$ cat config.mk
export PLATFORM = sky130hd
export DESIGN_NAME = chip_dispense_multi
export DESIGN_NICKNAME = d
export VERILOG_FILES = /design/src/rtl/chip_dispense_pkg.sv /design/src/rtl/dispense_timer.sv /design/src/rtl/chip_dispense_multi.sv
export SDC_FILE = /design/constraint.sdc
export NUM_CORES = 1
export LEC_CHECK = 0
export ABC_AREA = 1
export CAP_MARGIN = 20
export CELL_PAD_IN_SITES_DETAIL_PLACEMENT = 0
export CELL_PAD_IN_SITES_GLOBAL_PLACEMENT = 1
export CORE_AREA = 2 2 87 106
export DETAILED_ROUTE_END_ITERATION = 6
export DIE_AREA = 0 0 89 108
export GPL_TIMING_DRIVEN = 0
export PLACE_DENSITY = 0.75
export SYNTH_ARGS = -nofsm -noshare
export SYNTH_HDL_FRONTEND = slang
export SYNTH_SLANG_ARGS = --single-unit
$ cat constraint.sdc
create_clock -name clk -period 2.86 [get_ports clk]
set_input_delay 0.572 -clock clk [delete_from_list [all_inputs] [get_ports clk]]
set_output_delay 0.572 -clock clk [all_outputs]
set_load 0.005 [all_outputs]
$ cat src/rtl/chip_dispense_pkg.sv
// Shared definitions for the multi-channel chip dispenser: FSM state codes,
// channel-index width helper and default servo positions.
package chip_dispense_pkg;

  localparam logic [1:0] ST_IDLE   = 2'd0;
  localparam logic [1:0] ST_PREP   = 2'd1;
  localparam logic [1:0] ST_PUSH   = 2'd2;
  localparam logic [1:0] ST_RETURN = 2'd3;

  localparam int unsigned DEF_REST_POS = 375;
  localparam int unsigned DEF_PREP_POS = 375;
  localparam int unsigned DEF_PUSH_POS = 200;

  // max(1, clog2(n)) so a single-channel build still has a 1-bit index
  function automatic int ch_width(input int n);
    return (n <= 2) ? 1 : $clog2(n);
  endfunction

endpackage

$ cat src/rtl/dispense_timer.sv
// Phase timer: counts up from zero after a synchronous clear and flags the
// last cycle of a phase whose length is given by limit.
module dispense_timer #(
  parameter int TMR_W = 25
) (
  input  logic             clk,
  input  logic             rst_n,
  input  logic             clr,
  input  logic [TMR_W-1:0] limit,
  output logic             tc
);

  logic [TMR_W-1:0] count;

  // NOTE: sequential state is updated with non-blocking assignments only, so
  // every flop samples pre-edge values regardless of block ordering.
  always_ff @(posedge clk or negedge rst_n) begin
    if (!rst_n) begin
      count <= '0;
    end else if (clr) begin
      count <= '0;
    end else begin
      count <= count + TMR_W'(1);
    end
  end

  assign tc = (count == limit - TMR_W'(1));

endmodule

$ cat src/rtl/chip_dispense_multi.sv
// N-channel chip dispenser: accepts (channel, count) requests and sequences the
// selected servo through PREP/PUSH/RETURN per chip, with abort and error report.
module chip_dispense_multi
  import chip_dispense_pkg::*;
#(
  parameter int NUM_CH   = 3,
  parameter int POS_W    = 10,
  parameter int TMR_W    = 25,
  parameter int CNT_W    = 4,
  parameter int T_PREP   = 15000000,
  parameter int T_PUSH   = 20000000,
  parameter int T_RETURN = 20000000,
  parameter logic [NUM_CH*POS_W-1:0] REST_POS = {NUM_CH{POS_W'(DEF_REST_POS)}},
  parameter logic [NUM_CH*POS_W-1:0] PREP_POS = {NUM_CH{POS_W'(DEF_PREP_POS)}},
  parameter logic [NUM_CH*POS_W-1:0] PUSH_POS = {NUM_CH{POS_W'(DEF_PUSH_POS)}},
  localparam int CH_W = ch_width(NUM_CH)
) (
  input  logic                    clk,
  input  logic                    rst_n,
  input  logic                    req_valid,
  output logic                    req_ready,
  input  logic [CH_W-1:0]         req_ch,
  input  logic [CNT_W-1:0]        req_count,
  input  logic                    abort,
  output logic [NUM_CH*POS_W-1:0] servo_pos,
  output logic [NUM_CH-1:0]       ch_led,
  output logic                    busy,
  output logic                    done,
  output logic [CNT_W-1:0]        done_count,
  output logic                    err
);

  localparam logic [1:0] FIRST_ST = (T_PREP == 0) ? ST_PUSH : ST_PREP;

  logic [1:0]              state, state_n;
  logic [CH_W-1:0]         ch, ch_n;
  logic [CNT_W-1:0]        remaining, remaining_n;
  logic [CNT_W-1:0]        pushed, pushed_n;
  logic [CNT_W-1:0]        done_count_n;
  logic [NUM_CH-1:0]       ch_led_n;
  logic [NUM_CH*POS_W-1:0] servo_n;
  logic                    done_n, err_n;
  logic                    tmr_clr, tmr_tc;
  logic [TMR_W-1:0]        tmr_limit;
  logic                    accept, bad_req;

  assign busy      = (state != ST_IDLE);
  assign req_ready = (state == ST_IDLE) && !done;
  assign accept    = req_valid && req_ready;
  assign bad_req   = (32'(req_ch) >= NUM_CH) || (req_count == '0);

  always_comb begin
    case (state)
      ST_PREP:   tmr_limit = TMR_W'(T_PREP);
      ST_PUSH:   tmr_limit = TMR_W'(T_PUSH);
      ST_RETURN: tmr_limit = TMR_W'(T_RETURN);
      default:   tmr_limit = TMR_W'(1);
    endcase
  end

  dispense_timer #(.TMR_W(TMR_W)) u_timer (
    .clk   (clk),
    .rst_n (rst_n),
    .clr   (tmr_clr),
    .limit (tmr_limit),
    .tc    (tmr_tc)
  );

  // NOTE: every combinational output gets a default first so no path can
  // leave it unassigned and infer a latch.
  always_comb begin
    state_n      = state;
    ch_n         = ch;
    remaining_n  = remaining;
    pushed_n     = pushed;
    done_count_n = done_count;
    ch_led_n     = ch_led;
    done_n       = 1'b0;
    err_n        = 1'b0;
    tmr_clr      = 1'b0;

    case (state)
      ST_IDLE: begin
        tmr_clr = 1'b1;
        if (accept) begin
          if (bad_req) begin
            err_n = 1'b1;
          end else begin
            ch_n        = req_ch;
            remaining_n = req_count;
            pushed_n    = '0;
            ch_led_n    = NUM_CH'(1) << req_ch;
            state_n     = FIRST_ST;
          end
        end
      end
      ST_PREP: begin
        if (abort) begin
          state_n     = ST_RETURN;
          remaining_n = CNT_W'(1);
          tmr_clr     = 1'b1;
        end else if (tmr_tc) begin
          state_n = ST_PUSH;
          tmr_clr = 1'b1;
        end
      end
      ST_PUSH: begin
        if (abort) remaining_n = CNT_W'(1);
        if (tmr_tc) begin
          pushed_n = pushed + CNT_W'(1);
          state_n  = ST_RETURN;
          tmr_clr  = 1'b1;
        end
      end
      default: begin
        if (tmr_tc) begin
          tmr_clr = 1'b1;
          if (remaining == CNT_W'(1)) begin
            done_n       = 1'b1;
            done_count_n = pushed;
            ch_led_n     = '0;
            state_n      = ST_IDLE;
          end else if (abort) begin
            // abort landing on the exit cycle re-enters RETURN as the final chip
            remaining_n = CNT_W'(1);
            state_n     = ST_RETURN;
          end else begin
            remaining_n = remaining - CNT_W'(1);
            state_n     = FIRST_ST;
          end
        end else if (abort) begin
          remaining_n = CNT_W'(1);
        end
      end
    endcase
  end

  // Registered servo bus follows the next state so each position appears on
  // the first cycle of its phase.
  always_comb begin
    servo_n = REST_POS;
    for (int i = 0; i < NUM_CH; i++) begin
      if (32'(ch_n) == i) begin
        if (state_n == ST_PREP) begin
          servo_n[i*POS_W +: POS_W] = PREP_POS[i*POS_W +: POS_W];
        end else if (state_n == ST_PUSH) begin
          servo_n[i*POS_W +: POS_W] = PUSH_POS[i*POS_W +: POS_W];
        end
      end
    end
  end

  always_ff @(posedge clk or negedge rst_n) begin
    if (!rst_n) begin
      state      <= ST_IDLE;
      ch         <= '0;
      remaining  <= '0;
      pushed     <= '0;
      done_count <= '0;
      ch_led     <= '0;
      done       <= 1'b0;
      err        <= 1'b0;
      servo_pos  <= REST_POS;
    end else begin
      state      <= state_n;
      ch         <= ch_n;
      remaining  <= remaining_n;
      pushed     <= pushed_n;
      done_count <= done_count_n;
      ch_led     <= ch_led_n;
      done       <= done_n;
      err        <= err_n;
      servo_pos  <= servo_n;
    end
  end

endmodule
Yosys cells after proc, flatten, opt, wreduce, memory -nomap -nowiden
Cells that the tools add are included.
{"block": "totals", "word_cells": 93, "in_bits": 10, "regBits": 76, "output_inout_bits": 41}
{"block": "op_classes", "n_mux": 44, "n_bitwise": 2, "n_shift": 1, "n_addsub": 4, "magnitude_cmp": 1, "n_reduce_logical": 18, "n_eq_ne": 13}
{"operator": "case mux 25 bit (2 select lines)", "n": 1}
{"operator": "2-to-1 mux 4 bit", "n": 9}
{"operator": "2-to-1 mux 9 bit", "n": 3}
{"operator": "adder 25 x 1 -> 25 bit (second input constant)", "n": 1}
{"operator": "== test 25 bit", "n": 1}
{"operator": "2-to-1 mux 25 bit", "n": 1}
{"operator": "subtractor 25 x 1 -> 25 bit (second input constant)", "n": 1}
{"operator": "2-to-1 mux 2 bit", "n": 11}
{"operator": "2-to-1 mux 10 bit", "n": 2}
{"operator": "case mux 4 bit (2 select lines)", "n": 2}
{"operator": "2-to-1 mux 3 bit", "n": 4}
{"operator": "== test 2 bit (second input constant)", "n": 4}
{"operator": "2-to-1 mux 1 bit", "n": 8}
{"operator": "nonzero test 2 bit", "n": 4}
{"operator": "== test 2 x 1 -> 1 bit (second input constant)", "n": 3}
{"operator": "!= test 2 bit (second input constant)", "n": 3}
{"operator": "case mux 2 bit (3 select lines)", "n": 1}
{"operator": "case mux 3 bit (2 select lines)", "n": 1}
{"operator": "AND reduction 3 bit", "n": 2}
{"operator": "AND reduction 5 bit", "n": 1}
{"operator": "adder 4 x 1 -> 4 bit (second input constant)", "n": 1}
{"operator": "== test 4 x 1 -> 1 bit (second input constant)", "n": 1}
{"operator": "logical NOT 2 bit", "n": 2}
{"operator": "logical NOT 4 bit", "n": 1}
{"operator": "12 further kinds", "n": 15}

Logic depth before layout (Yosys ltp)
Gate-level depths: netlist of run 1.
{"block": "logic_depth", "ltp_word": 12, "ltp_mapped": 16, "ltp_nobuf": 16}

Hierarchy
Synthesis of run 1 repeated with hierarchy kept, for this count alone.
{"block": "hier_totals", "hier_cells": 581, "area_unflattened_um2": 4076.4}
{"mod": "dispense_timer", "cells_each": 367, "area_each_um2": 2361.0, "seq_area_each_um2": 625.6, "n_inst": 1}
{"mod": "chip_dispense_multi", "cells_each": 214, "area_each_um2": 1715.4, "seq_area_each_um2": 679.4, "n_inst": 1}

Worst setup path after synthesis of run 1
OpenSTA, ideal clock, no wires.
{"block": "synth_path", "kind": "flip-flop to flip-flop", "from": "register state[0]", "to": "register remaining[1]", "n_path_buf": 1, "stages_incl_launch_ff": 16, "arrival_time_ps": 1892, "required_ps": 2738, "slack_ps": 847, "cell_sequence": "dfrtp_1 -> inv_1 -> ha_1 -> buf_6 -> nor2_1 -> nor2_1 -> nor2_1 -> nand3_1 -> nor2_4 -> nand2_4 -> inv_2 -> nand2_1 -> nand2_2 -> inv_1 -> nor2_1 -> a21oi_1"}
{"block": "synth_between", "elab_chain_cells": 7, "word_cells_on_any_way": 17, "classes_between": "add/sub (1); eq/ne (7); mux (3); reduce/logical (6)"}
{"item": "start, declared", "line_no": "chip_dispense_multi.sv:35", "text": "logic [1:0] state, state_n;"}
{"item": "start signal, assigned", "line_no": "chip_dispense_multi.sv:165", "text": "state <= state_n;"}
{"item": "== test 2 bit, on equally long branches", "line_no": "chip_dispense_multi.sv:53, chip_dispense_multi.sv:82"}
{"item": "OR reduction 2 bit (no source line)"}
{"item": "case mux 25 bit (2 select lines)", "line_no": "chip_dispense_multi.sv:53", "text": "case (state)"}
{"item": "subtractor 25 x 1 -> 25 bit", "line_no": "dispense_timer.sv:27", "text": "assign tc = (count == limit - TMR_W'(1));"}
{"item": "== test 25 bit", "line_no": "dispense_timer.sv:27"}
{"item": "!= test 4 bit (no source line) / 2-to-1 mux 4 bit (equally long branches)"}
{"item": "AND reduction 3 bit (no source line) / case mux 4 bit (2 select lines) (equally long branches)"}
{"item": "end signal, assigned", "line_no": "chip_dispense_multi.sv:167", "text": "remaining <= remaining_n;"}
{"item": "end, declared", "line_no": "chip_dispense_multi.sv:37", "text": "logic [CNT_W-1:0] remaining, remaining_n;"}
Several ways; a longest one is shown, not always the timed one.
A chain may end at the register's enable or synchronous reset.

Worst setup path after layout of run 1
{"block": "layout_path", "from": "register state[0]", "to": "output port busy"}
{"block": "layout_between", "elab_chain_cells": 1}
{"item": "nonzero test 2 bit", "line_no": "chip_dispense_multi.sv:47", "text": "assign busy = (state != ST_IDLE);"}
{"item": "end, declared", "line_no": "chip_dispense_multi.sv:27", "text": "output logic busy,"}
No other way between the ends.

==> results of run 1 <==
==> cell usage after synthesis (5+ instances only) <==
master   number
nand2_1     103
nor2_1       59
inv_1        57
dfrtp_1      49
nand3_1      26
buf_4        24
o21ai_0      21
a21oi_1      17
nor3_1       14
xor2_1       11
ha_1         10
nand4_1       7
inv_2         5
==> through the flow <==
| step | TNS [ns] | hold WS (ns) | util |
|---|---|---|---|
| after detailed placement | 0 | 0.472 | 0.456 |
| after global routing | 0 | 0.228 | 0.469 |
| after floorplan | 0 | 0.276 | - |
| after CTS | 0 | 0.213 | 0.469 |
| after global placement | -21.29 | 0.466 | 0.454 |
| final | 0 | 0.202 | 0.469 |
==> critical path, cell delays in order, from the launching register on <==
cell and delay, ns:
dfrtp_1 0.50, inv_1 0.12, ha_1 0.25, inv_2 0.21
clkdlybuf4s50_1 0.55
==> flip-flops by register name (all words and copies together) (netlist names) <==
register / flops
done: 1
done_count: 4
remaining: 4
servo_pos: 6
ch: 2
state: 2
err: 1
u_timer.count: 25
pushed: 4
ch_led: 3
==> layout make-up <==
class | instances | area [um^2]
Clock inverter | 3 | 46.3
Fill cell | 903 | 4520
Clock buffer | 5 | 68.8
Sequential cell | 52 | 1310
Buffer | 27 | 206
Multi-Input combinational cell | 306 | 1540
Tap cell | 117 | 146
Inverter | 62 | 233
Timing Repair Buffer | 45 | 455
==> how the worst min path moves through the flow <==
stage / end / slack [ns] / cells after the start
floorplan: ch[0]$_DFF_PN0_ / 0.28 / 0
global placement: ch_led[0]$_DFFE_PN0P_ / 0.47 / 2
detailed placement: ch_led[1]$_DFFE_PN0P_ / 0.47 / 2
CTS: pushed[2]$_DFFE_PN0P_ / 0.21 / 1
global route: pushed[2]$_DFFE_PN0P_ / 0.23 / 1
finish: u_timer.count[4]$_DFF_PN0_ / 0.20 / 1
==> power groups by stage <==
stage | logic [mW] | clock network [mW] | registers [mW]
2_1_floorplan | 0.0117 | 0 | 0.749
3_3_place_gp | 0.0431 | 0 | 0.749
3_5_place_dp | 0.0459 | 0 | 0.749
4_1_cts | 0.0461 | 0.548 | 0.735
5_1_grt | 0.0514 | 0.570 | 0.735
6_report | 0.0449 | 0.527 | 0.735
==> layer usage <==
layer  up-vias  wire, um  track usage
met5         -         0            0
met4         0       135       0.0533
met3        11       327       0.0305
met2        66      3890        0.304
met1      1349      3340        0.193
li1       1480         -            -
==> cell families after synthesis <==
kind of cell / count (synthesis) / synth area share
DFF: 52 / 0.400
other: 2 / 0.00230
xor gates and xnor gates: 11 / 0.0295
buffers and inverters: 89 / 0.135
and+or+nand+nor: 232 / 0.314
AOI/OAI and AO/OA: 47 / 0.0820
adders and majority gates: 10 / 0.0383
==> results_dict.tcl, run 1 <==
set metrics [dict create \
    synthArstFlopShare 1.00 \
    fin_area_um2 4000 \
    worst_ep_required_time_ns 2.29 \
    post-place-ws_ns 0.226 \
    portBuffers 44 \
    r2r_slack_ns 0.39 \
    ant_nets 0 \
    gr-total-overflow 0 \
    worstSetupPathType "register to output port" \
    grt_pass1_wl_um 12500 \
    grt_setup_unrepaired "no" \
    route.detailed.drc 0 \
    period_share 0.880 \
    gp_congestion 0.913 \
    seqPwrFrac 0.562 \
    yosysTopAreaCell "dfrtp_1" \
    cts_setup_buffers 0 \
    worstSetupEndpointType "output port" \
    worst_slack_ns 0.342 \
    synth.cell_area_um2 3260 \
    cp.arrival_ns 1.95 \
    worst_r2r_endpoint "u_timer.count[14]$_DFF_PN0_" \
    drt-wirelength-per-cell_um 12.5 \
    leakage_nw 1.99 \
    cts.sinks 52 \
    setup_violations 0 \
    die-area_um2 9610 \
    reg2regPathDepth 14 \
    final_cells 617 \
    fp.dieW_um 89 \
    worstReg2RegStart "state[0]$_DFF_PN0_" \
    irDropWorstVdd_v 0.000156 \
    seq_area_frac_synth 0.400 \
    vias_per_cell 4.71 \
    cts_hold_buffers 0 \
    htreeDepth 2 \
    p_int_mw 1.02 \
    drive_above_1_share 0.126 \
    yosys_warnings 0 \
    ys_seq_elements 52 \
    hold_class "input port to asynchronous set/reset pin" \
    hold_viol 0 \
    startpoint_type "register" \
    cts_resized 0 \
    cp_max_fo 10 \
    antenna_found_initial 0 \
    maxCapViolCount 0 \
    fp-row-count 37 \
    synth_top_cell_area_share 0.376 \
    start_util 0.383 \
    power_density_nw_per_um2 327 \
    grt_max_degree 33 \
    io_pins 51 \
    insertion_delay_ns 0.31 \
    status "finished, final reports clean" \
    fin_nets 519 \
    clock.fmax_mhz 397 \
    track_usage 0.166 \
    diodes 0 \
    root_buffer "clkbuf_8" \
    layout_common_cells "103 x nand2_1, 59 x nor2_1, 57 x inv_1" \
    maxSlewViolCount 0 \
    clock_skew_ns 0.0113 \
    post_dp_cell_area_um2 3880 \
    mostFrequentLayoutCell "nand2_1" \
    netlist_instances 443 \
    p_sw_frac 0.221 \
    numCtsBuffers 5 \
    totalWireLength_um 7700 \
    cts_tree "built" \
    worstMarginPinSlew_ns 0.640 \
    switchingPower_mw 0.289 \
    die_h_um 108 \
    syn2layout_area_growth_pct 22.4 \
    clock_path_buffers 2 \
    synth_ff_type "dfrtp_1" \
    startpoint "state[0]$_DFF_PN0_" \
    p_total_mw 1.31 \
    maxSlewHeadroom 0.569 \
    first_pass_iters 4 \
    layout_min_cycle_time_ns 2.52 \
    core_area_um2 8520 \
    dp_hpwl_um 5850 \
    clk_pin_slew_ns 0.10 \
    synth_edf_count 0 \
    post-place-cells 609 \
    syn_avg_cell_area_um2 7.37 \
    combPwrFrac 0.034 \
    num_vias 2906 \
    grt_pass1_vias 2737 \
    ys_top_cells_by_area "dfrtp_1 38%, nand2_1 12%, nor2_1 6.8%" \
    synth_cell_types 33 \
    drtIter0Drc 122 \
    crit_end "busy" \
    pwr-share-clk 0.403 \
]
No activity file was read; power rests on OpenSTA's default activity.
==> run 2: changes to the inputs <==
--- a/config.mk
+++ b/config.mk
@@ -14,6 +14,7 @@
 export DIE_AREA = 0 0 89 108
 export GPL_TIMING_DRIVEN = 0
 export PLACE_DENSITY = 0.75
+export RECOVER_POWER = 100
 export SYNTH_ARGS = -nofsm -noshare
 export SYNTH_HDL_FRONTEND = slang
 export SYNTH_SLANG_ARGS = --single-unit
==> run 2 against run 1 <==
  * Worst hold slack better by 0.22 ns
  * Register-to-register slack lost 0.02 ns
  * Critical path type unchanged
  * Sequential share of layout area up 0.38 points
  * Utilization down 0.54 points
  * Sequential power hardly changed
  * Sequential cell count did not move
  * Critical path depth up 1
==> results_dict.tcl, run 2 (same netlist as run 1, synthesis figures left out) <==
set metrics [dict create \
    cp.arrival_ns 2.03 \
    drt-wirelength-per-cell_um 12.4 \
    worstMarginPinSlew_ns 1.08 \
    clock.fmax_mhz 385 \
    totalWireLength_um 7680 \
    setup_violations 0 \
    drive_above_1_share 0.102 \
    core_area_um2 8520 \
    io_pins 51 \
    syn2layout_area_growth_pct 21.0 \
    mostFrequentLayoutCell "nand2_1" \
    leakage_nw 2.01 \
    track_usage 0.166 \
    ant_nets 0 \
    period_share 0.909 \
    worst_slack_ns 0.260 \
    portBuffers 44 \
    fp-row-count 37 \
    layout_common_cells "107 x nand2_1, 62 x nor2_1, 57 x inv_1" \
    hold_viol 0 \
    cpMaxStageDelayCell "dlygate4sd3_1" \
    cts.sinks 52 \
    cp_num_buf_inv 3 \
    numCtsBuffers 5 \
    grt_pass1_wl_um 12500 \
    die_h_um 108 \
    startpoint_type "register" \
    cts_setup_buffers 0 \
    gr-total-overflow 0 \
    maxCapViolCount 0 \
    grt_setup_unrepaired "no" \
    layout_min_cycle_time_ns 2.60 \
    top_regs "u_timer.count (25), servo_pos (6)" \
    worst_ep_required_time_ns 2.29 \
    cts_hold_buffers 0 \
    fillers 910 \
    vias_per_cell 4.73 \
    diodes 0 \
    path_delay_family "buffers and inverters" \
    dp_hpwl_um 5850 \
    root_buffer "clkbuf_8" \
    setup_tns_ns 0 \
    fin_util 0.464 \
    cp_max_fo 10 \
    first_pass_iters 4 \
    regMostFlops "u_timer.count" \
    insertion_delay_ns 0.32 \
    maxSlewHeadroom 0.283 \
    num_vias 2916 \
    grt_max_degree 33 \
    grt_pass1_vias 2737 \
    antenna_found_initial 0 \
    fp.dieW_um 89 \
    drtIter0Drc 125 \
    clock_skew_ns 0.0128 \
    cts_resized 0 \
    hold_class "input port to asynchronous set/reset pin" \
    worstSetupEndpointType "output port" \
    clk_pin_slew_ns 0.11 \
    irDropWorstVdd_v 0.000157 \
    clock_path_buffers 2 \
    largest_reg_flops 25 \
    worstSetupPathType "register to output port" \
    start_util 0.383 \
    power_density_nw_per_um2 330 \
    htreeDepth 2 \
    fin_nets 519 \
    r2r_slack_ns 0.37 \
    post-place-ws_ns 0.226 \
    cts_tree "built" \
    path_cells "inv_1, ha_1, inv_2, nor2_1, dlygate4sd3_1" \
    gp_congestion 0.913 \
    status "finished, final reports clean" \
    maxSlewViolCount 0 \
    die-area_um2 9610 \
    cpPeakStageDelay_ns 0.57 \
    route.detailed.drc 0 \
]
-- run 2: changes by cell type in the layout (fill, tap and decap cells not counted), moves of 3 or more --
cell	delta
nor2_2	-3
clkdlybuf4s50_1	-23
dfstp_1	+3
buf_4	-9
nor2_1	+3
clkbuf_4	+9
dlygate4sd3_1	+23
dfstp_2	-3
nand2_1	+4
nand2_2	-4
-- run 2: path summary, 6_finish.rpt --
check / from / to / cells past startpoint
setup / recovery: state[0]$_DFF_PN0_ / req_ready / 5
hold / removal: rst_n / u_timer.count[4]$_DFF_PN0_ / 1
setup reg to reg: state[0]$_DFF_PN0_ / u_timer.count[14]$_DFF_PN0_ / 14
hold reg to reg: ch_led[1]$_DFFE_PN0P_ / ch_led[1]$_DFFE_PN0P_ / 2
max in group asynchronous: rst_n / u_timer.count[13]$_DFF_PN0_ / 2
min in group clk: ch_led[1]$_DFFE_PN0P_ / ch_led[1]$_DFFE_PN0P_ / 2
-- run 2: final cells by class --
cell class / count / area, um^2 / area share
Sequential cell: 52 / 1310 / 0.330
Timing Repair Buffer: 45 / 439 / 0.111
Buffer: 27 / 206 / 0.0523
Inverter: 62 / 233 / 0.0589
Tap cell: 117 / 146 / 0.0371
Clock buffer: 5 / 68.8 / 0.0174
Multi-Input combinational cell: 306 / 1510 / 0.381
Clock inverter: 3 / 46.3 / 0.0117
-- run 2: report_power, final --
part           internal [mW]  total, mW         switching (mW)
combinational         0.0167     0.0418                 0.0251
sequential             0.735      0.735  0.0000000000000000928
clock                  0.264      0.528                  0.264
-- run 2: per-layer routing --
metal / up-vias / global-route usage / wire length, um
li1: 1481 / - / -
met1: 1355 / 0.193 / 3330
met2: 69 / 0.304 / 3880
met3: 11 / 0.0305 / 334
met4: 0 / 0.0533 / 137
met5: - / 0 / 0
-- run 2: stage by stage --
stage / power (mW) / instances / hold WS (ns) / instance area [um^2]
4_1_cts: 1.33 / 617 / 0.213 / 4000
5_1_grt: 1.35 / 617 / 0.517 / 3950
6_report: 1.30 / 617 / 0.423 / 3950
3_5_place_dp: 0.795 / 609 / 0.472 / 3880
3_3_place_gp: 0.792 / 608 / 0.466 / 3870
2_1_floorplan: 0.761 / 447 / 0.276 / 3280
